--- src/rtl/sync_fifo_pkg.sv ---
// Shared constants, address-width helper, count type and flag decoding
// for the parametrised synchronous FIFO.
package sync_fifo_pkg;

    localparam int DEF_DATA_WIDTH = 32;
    localparam int DEF_FIFO_DEPTH = 8;

    // Pointer width for a given depth; a depth below 2 still needs one bit.
    function automatic int addr_w(input int depth);
        return (depth < 2) ? 1 : $clog2(depth);
    endfunction

    typedef logic [addr_w(DEF_FIFO_DEPTH):0] def_count_t;

    typedef struct packed {
        logic full;
        logic empty;
        logic almost_full;
        logic almost_empty;
    } fifo_flags_t;

    // All status flags derive from the occupancy count alone.
    function automatic fifo_flags_t decode_flags(
        input int cnt,
        input int depth,
        input int af_level,
        input int ae_level
    );
        fifo_flags_t f;
        f.full         = (cnt == depth);
        f.empty        = (cnt == 0);
        f.almost_full  = (cnt >= af_level);
        f.almost_empty = (cnt <= ae_level);
        return f;
    endfunction

endpackage

--- src/rtl/sync_fifo_mem.sv ---
// Register-array storage for sync_fifo_param: one synchronous write port,
// one asynchronous read port. Contents are never reset.
module sync_fifo_mem
    import sync_fifo_pkg::*;
#(
    parameter int DATA_WIDTH = DEF_DATA_WIDTH,
    parameter int FIFO_DEPTH = DEF_FIFO_DEPTH,
    localparam int ADDR_W    = addr_w(FIFO_DEPTH)
) (
    input  logic                  clk,
    input  logic                  wr_en,
    input  logic [ADDR_W-1:0]     wr_addr,
    input  logic [DATA_WIDTH-1:0] wr_data,
    input  logic [ADDR_W-1:0]     rd_addr,
    output logic [DATA_WIDTH-1:0] rd_data
);

    logic [DATA_WIDTH-1:0] mem_reg [FIFO_DEPTH];
    logic [FIFO_DEPTH-1:0] row_we;

    // One-hot write decode keeps each row an independent enable flop bank.
    generate
        for (genvar gi = 0; gi < FIFO_DEPTH; gi++) begin : g_row_we
            assign row_we[gi] = wr_en && (wr_addr == ADDR_W'(gi));
        end
    endgenerate

    always_ff @(posedge clk) begin
        for (int i = 0; i < FIFO_DEPTH; i++) begin
            if (row_we[i]) begin
                mem_reg[i] <= wr_data;
            end
        end
    end

    assign rd_data = mem_reg[rd_addr];

endmodule

--- src/rtl/sync_fifo_param.sv ---
// Parametrised single-clock FIFO with occupancy count, almost flags and
// overflow/underflow pulses. Define SYNC_FIFO_FWFT_EN for first-word-fall-through reads.
module sync_fifo_param
    import sync_fifo_pkg::*;
#(
    parameter int DATA_WIDTH = DEF_DATA_WIDTH,
    parameter int FIFO_DEPTH = DEF_FIFO_DEPTH,
    parameter int AF_LEVEL   = FIFO_DEPTH - 2,
    parameter int AE_LEVEL   = 2,
    localparam int ADDR_W    = addr_w(FIFO_DEPTH)
) (
    input  logic                  clk,
    input  logic                  rst,
    input  logic                  cs,
    input  logic                  wr_en,
    input  logic                  rd_en,
    input  logic [DATA_WIDTH-1:0] data_in,
    output logic [DATA_WIDTH-1:0] data_out,
    output logic                  Full,
    output logic                  Empty,
    output logic                  almost_full,
    output logic                  almost_empty,
    output logic [ADDR_W:0]       count,
    output logic                  overflow,
    output logic                  underflow
);

    localparam int CNT_W = ADDR_W + 1;

    logic [ADDR_W-1:0]     wr_ptr_reg, wr_ptr_next;
    logic [ADDR_W-1:0]     rd_ptr_reg, rd_ptr_next;
    logic [CNT_W-1:0]      count_reg, count_next;
    logic                  overflow_reg, overflow_next;
    logic                  underflow_reg, underflow_next;
    logic                  wr_acc, rd_acc;
    logic [DATA_WIDTH-1:0] rd_data;
    fifo_flags_t           flags;

    assign flags = decode_flags(int'(count_reg), FIFO_DEPTH, AF_LEVEL, AE_LEVEL);

    // A read is judged first so a write on full can ride on a concurrent pop;
    // a read on empty is never rescued by a concurrent write.
    assign rd_acc = cs && rd_en && !flags.empty;
    assign wr_acc = cs && wr_en && (!flags.full || rd_acc);

    sync_fifo_mem #(
        .DATA_WIDTH (DATA_WIDTH),
        .FIFO_DEPTH (FIFO_DEPTH)
    ) u_mem (
        .clk     (clk),
        .wr_en   (wr_acc),
        .wr_addr (wr_ptr_reg),
        .wr_data (data_in),
        .rd_addr (rd_ptr_reg),
        .rd_data (rd_data)
    );

    always_comb begin
        wr_ptr_next    = wr_ptr_reg;
        rd_ptr_next    = rd_ptr_reg;
        count_next     = count_reg;
        overflow_next  = cs && wr_en && !wr_acc;
        underflow_next = cs && rd_en && !rd_acc;
        if (wr_acc) begin
            wr_ptr_next = wr_ptr_reg + ADDR_W'(1);
        end
        if (rd_acc) begin
            rd_ptr_next = rd_ptr_reg + ADDR_W'(1);
        end
        if (wr_acc && !rd_acc) begin
            count_next = count_reg + CNT_W'(1);
        end else if (rd_acc && !wr_acc) begin
            count_next = count_reg - CNT_W'(1);
        end
    end

    always_ff @(posedge clk) begin
        if (rst) begin
            wr_ptr_reg    <= '0;
            rd_ptr_reg    <= '0;
            count_reg     <= '0;
            overflow_reg  <= 1'b0;
            underflow_reg <= 1'b0;
        end else begin
            wr_ptr_reg    <= wr_ptr_next;
            rd_ptr_reg    <= rd_ptr_next;
            count_reg     <= count_next;
            overflow_reg  <= overflow_next;
            underflow_reg <= underflow_next;
        end
    end

`ifdef SYNC_FIFO_FWFT_EN
    // Head word is presented directly; a pop simply advances rd_ptr.
    assign data_out = rd_data;
`else
    logic [DATA_WIDTH-1:0] data_out_reg;

    always_ff @(posedge clk) begin
        if (rst) begin
            data_out_reg <= '0;
        end else if (rd_acc) begin
            data_out_reg <= rd_data;
        end
    end

    assign data_out = data_out_reg;
`endif

    assign count        = count_reg;
    assign Full         = flags.full;
    assign Empty        = flags.empty;
    assign almost_full  = flags.almost_full;
    assign almost_empty = flags.almost_empty;
    assign overflow     = overflow_reg;
    assign underflow    = underflow_reg;

endmodule

--- config.mk ---
export PLATFORM = sky130hd
export DESIGN_NAME = sync_fifo_param
export DESIGN_NICKNAME = d
export VERILOG_FILES = /design/src/rtl/sync_fifo_pkg.sv /design/src/rtl/sync_fifo_mem.sv /design/src/rtl/sync_fifo_param.sv
export SDC_FILE = /design/constraint.sdc
export NUM_CORES = 1
export LEC_CHECK = 0
export ABC_CLOCK_PERIOD_IN_PS = 3900
export CAP_MARGIN = 5
export CORE_MARGIN = 4
export CORE_UTILIZATION = 58
export CTS_CLUSTER_DIAMETER = 80
export DETAILED_ROUTE_END_ITERATION = 10
export GPL_TIMING_DRIVEN = 0
export PLACE_DENSITY_LB_ADDON = 0.08
export SYNTH_ARGS = -nofsm -noshare
export SYNTH_HDL_FRONTEND = slang
export SYNTH_SLANG_ARGS = --single-unit
--- constraint.sdc ---
create_clock -name clk -period 3.9 [get_ports clk]
set_clock_uncertainty 0.05 [all_clocks]
set_input_delay 0.39 -clock clk [delete_from_list [all_inputs] [get_ports clk]]
set_output_delay 0.39 -clock clk [all_outputs]
set_load 0.02 [all_outputs]
* After elaboration in Yosys (flattened, before gate mapping)
Memory sizes are Yosys's and may differ from the RTL's. A register that Yosys moved wholly into a read port is not among the register bits.
Index checks and enable logic that the tools add are counted.
** Cells by class
- Add/sub/neg operators :: 4
- $lt $le $gt $ge :: 2
- Equal/unequal tests :: 8
- Multiplexer cells :: 39
- Reductions and logical operators :: 31
** Operator list (number)
- 2-to-1 mux 32 bit :: 7
- OR reduction 32 bit :: 7
- 2-to-1 mux 1 bit :: 23
- 2-to-1 mux 3 bit :: 7
- logical AND 1 bit :: 16
- equality test 3 bit (second input constant) :: 4
- 2-to-1 mux 4 bit :: 2
- adder 3 x 1 -> 3 bit (second input constant) :: 2
- equality test 3 x 2 -> 1 bit (second input constant) :: 2
- adder 4 x 1 -> 4 bit (second input constant) :: 1
- equality test 4 bit (second input constant) :: 1
- greater-or-equal comparator 4 x 3 -> 1 bit (second input constant) :: 1
- less-or-equal comparator 4 x 2 -> 1 bit (second input constant) :: 1
- logical NOT 1 bit :: 4
- logical NOT 4 bit :: 1
- subtractor 4 x 1 -> 4 bit (second input constant) :: 1
- equality test 3 x 1 -> 1 bit (second input constant) :: 1
- logical NOT 3 bit :: 1
- nonzero test 2 bit :: 1
- logical OR 1 bit :: 1
** Storage, ports and cells
- Register bits :: 12
- Memory bits (writable) :: 256
- Input bits :: 37
- Word-level logic and storage cells :: 90
- Memories :: 1
** Memories
- u_mem.mem_reg :: depth 8, width 32, read ports 1, clocked after Yosys merged registers in 1, wr ports 1, line sync_fifo_mem.sv:18 : logic [DATA_WIDTH-1:0] mem_reg [FIFO_DEPTH];

* Longest topological paths before layout
- Word-level depth :: 16
- Mapped depth :: 13

* By module
Synthesis repeated with hierarchy kept, for this count alone.
** Second synthesis, totals
- Cells, all modules :: 587
- Area total of the unflattened synthesis :: 11542.3 sq um
** By module, submodules not included
- sync_fifo_mem :: times used 1, cells each 383, area each 9825.7 sq um, seq. area each 7687.4 sq um
- sync_fifo_param :: times used 1, cells each 204, area each 1716.6 sq um, seq. area each 880.8 sq um

* Least setup slack after synthesis
Ideal clock, no wire load.
- Kind :: register to register
- Start :: register count_reg[0], in the netlist count[0]
- End :: register count_reg[3], in the netlist count[3]
- Library setup time :: 0.121 ns
- Arrival :: 2.875 ns
- Data required time :: 3.729 ns
- Setup slack :: 0.854 ns
- Stages on the path, launching flop included :: 14
- Clock period less this slack :: 3.046 ns
- Cell sequence :: dfxtp_1 -> or4_4 -> buf_6 -> inv_1 -> nor2_2 -> buf_6 -> inv_1 -> ha_1 -> inv_1 -> ha_1 -> a21oi_1 -> a211oi_1 -> a31oi_1 -> mux2_2
** Between the ends
- Cells in the longest elaborated chain, start to end :: 8
** Ends and longest elaborated chain
- from (decl) :: line sync_fifo_param.sv:32 : logic [CNT_W-1:0] count_reg, count_next;
- from (signal assigned) :: line sync_fifo_param.sv:87 : count_reg <= count_next;
- logical NOT 4 bit * :: line sync_fifo_pkg.sv:31 : f.empty = (cnt == 0);
- named net Empty :: line sync_fifo_param.sv:20 : output logic Empty,
- logical NOT 1 bit * :: line sync_fifo_param.sv:43 : assign rd_acc = cs && rd_en && !flags.empty;
- logical AND 1 bit * :: line sync_fifo_param.sv:43
- logical OR 1 bit :: line sync_fifo_param.sv:44 : assign wr_acc = cs && wr_en && (!flags.full || rd_acc);
- logical AND 1 bit :: line sync_fifo_param.sv:44
- logical NOT 1 bit :: line sync_fifo_param.sv:72 : end else if (rd_acc && !wr_acc) begin
- logical AND 1 bit :: line sync_fifo_param.sv:72
- nonzero test 2 bit (no source line)
The timed path passes the listed nets; every way through them passes the cells marked *. The select of a mux whose other input is x is not followed.
A chain may end at the register's enable or synchronous reset.

* Worst setup path in the final report
- Start :: register count_reg[1], in the netlist count[1]
- End :: register count_reg[3], in the netlist count[3]
** Between the ends
- Cells in the longest elaborated chain, start to end :: 8
** Ends and longest elaborated chain
- parallel branches: the longest is 8 deep, another holds subtractor 4 x 1 -> 4 bit
Several ways; the timed one is not identified. The select of a mux whose other input is x is not followed.

==> flow_summary.yaml <==
run_status:
  outcome: "finished clean"
yosys:
  synth_top_family_by_area: "multiplexers"
  synth_edf_count: 256
  synthMuxAreaShare_pct: 13.0
  synth-seq-area-share_pct: 75.4
  synth_common_cells: "edfxtp_1 (256), mux4_2 (64), nor2_1 (47)"
  synth-adder-area-share_pct: 1.28
  async_flop_share_pct: 0
  yosys.area_share.simple_pct: 5.71
  syn-cell-area_sq_mm: 0.0114
  synth_xor_area_share_pct: 0.385
  avgSynthCellArea_sq_um: 20.1
  synthTopCellsByArea: "edfxtp_1 (68%), mux4_2 (13%), dfxtp_1 (7.7%)"
  yosysUniqueCellTypes: 34
  ys_warn_count: 0
  yosys.area.top_type_share_pct: 67.6
  synth_compound_area_share_pct: 2.33
  yosysTopAreaCell: "edfxtp_1"
  synthFlopType: "edfxtp_1"
  synthCells: 565
  ys_ff_latch: 300
  yosysMostFrequentCell: "edfxtp_1"
  syn-num-nets: 613
hold_path:
  worst_hold_path.endpoint: "data_out[23]$_SDFFE_PP0P_"
  min_from: "rst"
  min_path_cells: 2
  hold_path.class: "input pin to flip-flop"
die:
  rows: 50
  ios: 79
  die_y_um: 148
  dieArea_sq_mm: 0.0219
  die_w_um: 148
  initial_utilization_pct: 59.8
  core_sq_mm: 0.0190
routing:
  vias_per_cell: 5.88
  drt-total-wl_um: 22900
  wire_per_inst_um: 23.7
  drt_iter0_drc: 354
  drtPass1Iterations: 4
  route.detailed.drc: 0
  vias: 5676
  drtAntennaViolNets: 0
global_routing:
  grt-ovfl-total: 0
  busiest_layer: "met2"
  use_met2_pct: 37.5
  met3_usage_pct: 3.37
  grt_max_degree: 24
  use_met1_pct: 28.9
  gr-usage-all-layers_pct: 21.4
  antenna_found_initial: 0
  grt_pass1_vias: 5928
  grt_pass1_wl_um: 35100
sta:
  rsz0062_at_grt: "no"
  drv_slew: 0
  tightest_slew_ns: 0.958
  finalHoldViolCount: 0
  fin_crit_sh_pct: 84.5
  slew_headroom_pct: 36.2
  setup_viol: 0
  fin_crit_ns: 3.29
  hold_slack_ns: 0.308
  max_freq_mhz: 304
finish:
  fin_area_sq_mm: 0.0136
  largest_register_ffs: 256
  num-nets-final: 730
  n_antenna_cell: 0
  final_cells: 966
  drive_gt1_share_pct: 24.8
  area_delta_synth_final_pct: 19.9
  utilization_pct: 71.7
pwr:
  cellLeakagePower_nw: 4.36
  vdd_ir_drop_max_v: 0.000447
  power.density_mw_per_mm2: 603
placed_design:
  dpl-instance-area_sq_mm: 0.0127
  dp_cells: 910
  port_buffers: 77
  hpwl_um: 14400
  gp_congestion: 0.739
setup_path:
  rr_startpoint: "count[1]$_SDFFE_PP0P_"
  cp.arrival_ns: 3.66
  crit_path_max_fanout: 10
  critPathKind: "flip-flop to flip-flop"
  slowest_stage: "dfxtp_1"
  setup.worst_path.end_class: "flip-flop"
  reg2reg_depth: 13
  path_cells: "or4_4, buf_6, inv_1, nor2_2, buf_6, inv_1, ha_1, inv_1, ha_1, a21oi_1, a211oi_1, a31oi_1, mux2_2"
  cp_common_cell: "inv_1"
  critPathTopFamily: "buffers and inverters"
  cp-start-kind: "flip-flop"
  cpPeakStageDelay_ns: 0.51
  required_ns: 4.27
  rrSetupSlack_ns: 0.61
  path_buf_inv: 5
  rr_endpoint: "count[3]$_SDFFE_PP0P_"
clocking:
  cts_hold_buffers: 0
  tritoncts: "yes"
  cts_buffers: 30
  clockBufferDepth: 3
  cts_setup_buffers: 0
  cts_sinks: 300
  insertion_delay_ns: 0.53
  path_clk_slew_ns: 0.06
  ctsHtreeMaxLevel: 1
  root_buffer: "clkbuf_16"
  post_cts_resized: 0
flow_run:
  cap_violations: 0
==> worst max-delay path by stage <==
stage / from / end / slack (ns) / cells past startpoint
final: count[1]$_SDFFE_PP0P_ / count[3]$_SDFFE_PP0P_ / 0.61 / 13
after global placement: cs / u_mem.mem_reg[5][9]$_DFFE_PP_ / -0.93 / 5
after global routing: count[0]$_SDFFE_PP0P_ / count[3]$_SDFFE_PP0P_ / 0.38 / 13
after CTS: count[1]$_SDFFE_PP0P_ / count[3]$_SDFFE_PP0P_ / 0.61 / 13
after detailed placement: cs / count[3]$_SDFFE_PP0P_ / 0.30 / 12
after floorplan: count[0]$_SDFFE_PP0P_ / count[3]$_SDFFE_PP0P_ / 0.85 / 13
==> metal layers <==
layer | up-vias | share of wire [%]
met5 | - | 0
li1 | 2517 | -
met3 | 35 | 5.8
met1 | 2972 | 41
met2 | 152 | 52
met4 | 0 | 1.4
==> where the power goes <==
| part | leakage (nW) | internal, mW | switching [mW] |
|---|---|---|---|
| sequential | 2.67 | 3.68 | 0.121 |
| combinational | 1.24 | 0.829 | 0.915 |
| clock | 0.449 | 1.58 | 1.10 |
==> cell usage in the layout, fill, tap and decap left out, types with 2 or more instances in the layout <==
master,netlist,routed
mux4_2,64,64
nor3_2,31,31
inv_1,7,7
clkinv_2,0,4
a21oi_1,4,4
o22ai_1,32,32
clkbuf_16,0,31
nor2_4,0,3
clkinvlp_4,0,2
buf_16,0,4
clkdlybuf4s50_1,0,77
bufinv_16,0,2
nor2_1,47,44
ha_1,10,10
nand2_1,6,6
buf_2,7,7
a211oi_1,3,3
xnor2_1,3,3
dfxtp_1,44,44
nand3_1,3,3
and2_2,0,2
clkinv_1,0,8
xor2_1,2,2
clkbuf_1,9,18
buf_1,3,3
nor2b_4,0,2
buf_6,10,10
edfxtp_1,256,256
mux2i_1,2,2
nor3_1,3,3
buf_12,0,4
==> final cells by class <==
type	instances	area, sq um
buffer	30	200
clock buffer	40	810
clock inverter	16	125
fill	1185	5390
inverter	7	26.3
multi-input combinational	228	2620
sequential	300	8570
tap	260	325
timing repair buffer	85	961
==> per-stage QoR <==
| stage | total power, mW | setup TNS (ns) | worst slack (ns) |
|---|---|---|---|
| after floorplan | 4.98 | 0 | 0.854 |
| after global placement | 5.54 | -130.95 | -0.927 |
| after detailed placement | 5.63 | 0 | 0.303 |
| after CTS | 8.31 | 0 | 0.611 |
| after global routing | 8.58 | 0 | 0.376 |
| final | 8.22 | 0 | 0.606 |
==> kinds of logic after synthesis <==
logic type               after synthesis
XOR/XNOR                               5
AO/OA/AOI/OAI                         42
flip-flops                           300
AND/OR/NAND/NOR                      103
buffers and inverters                 37
adder cells (fa/ha/maj)               11
multiplexers                          67
Power figures use the tool's default switching activity.
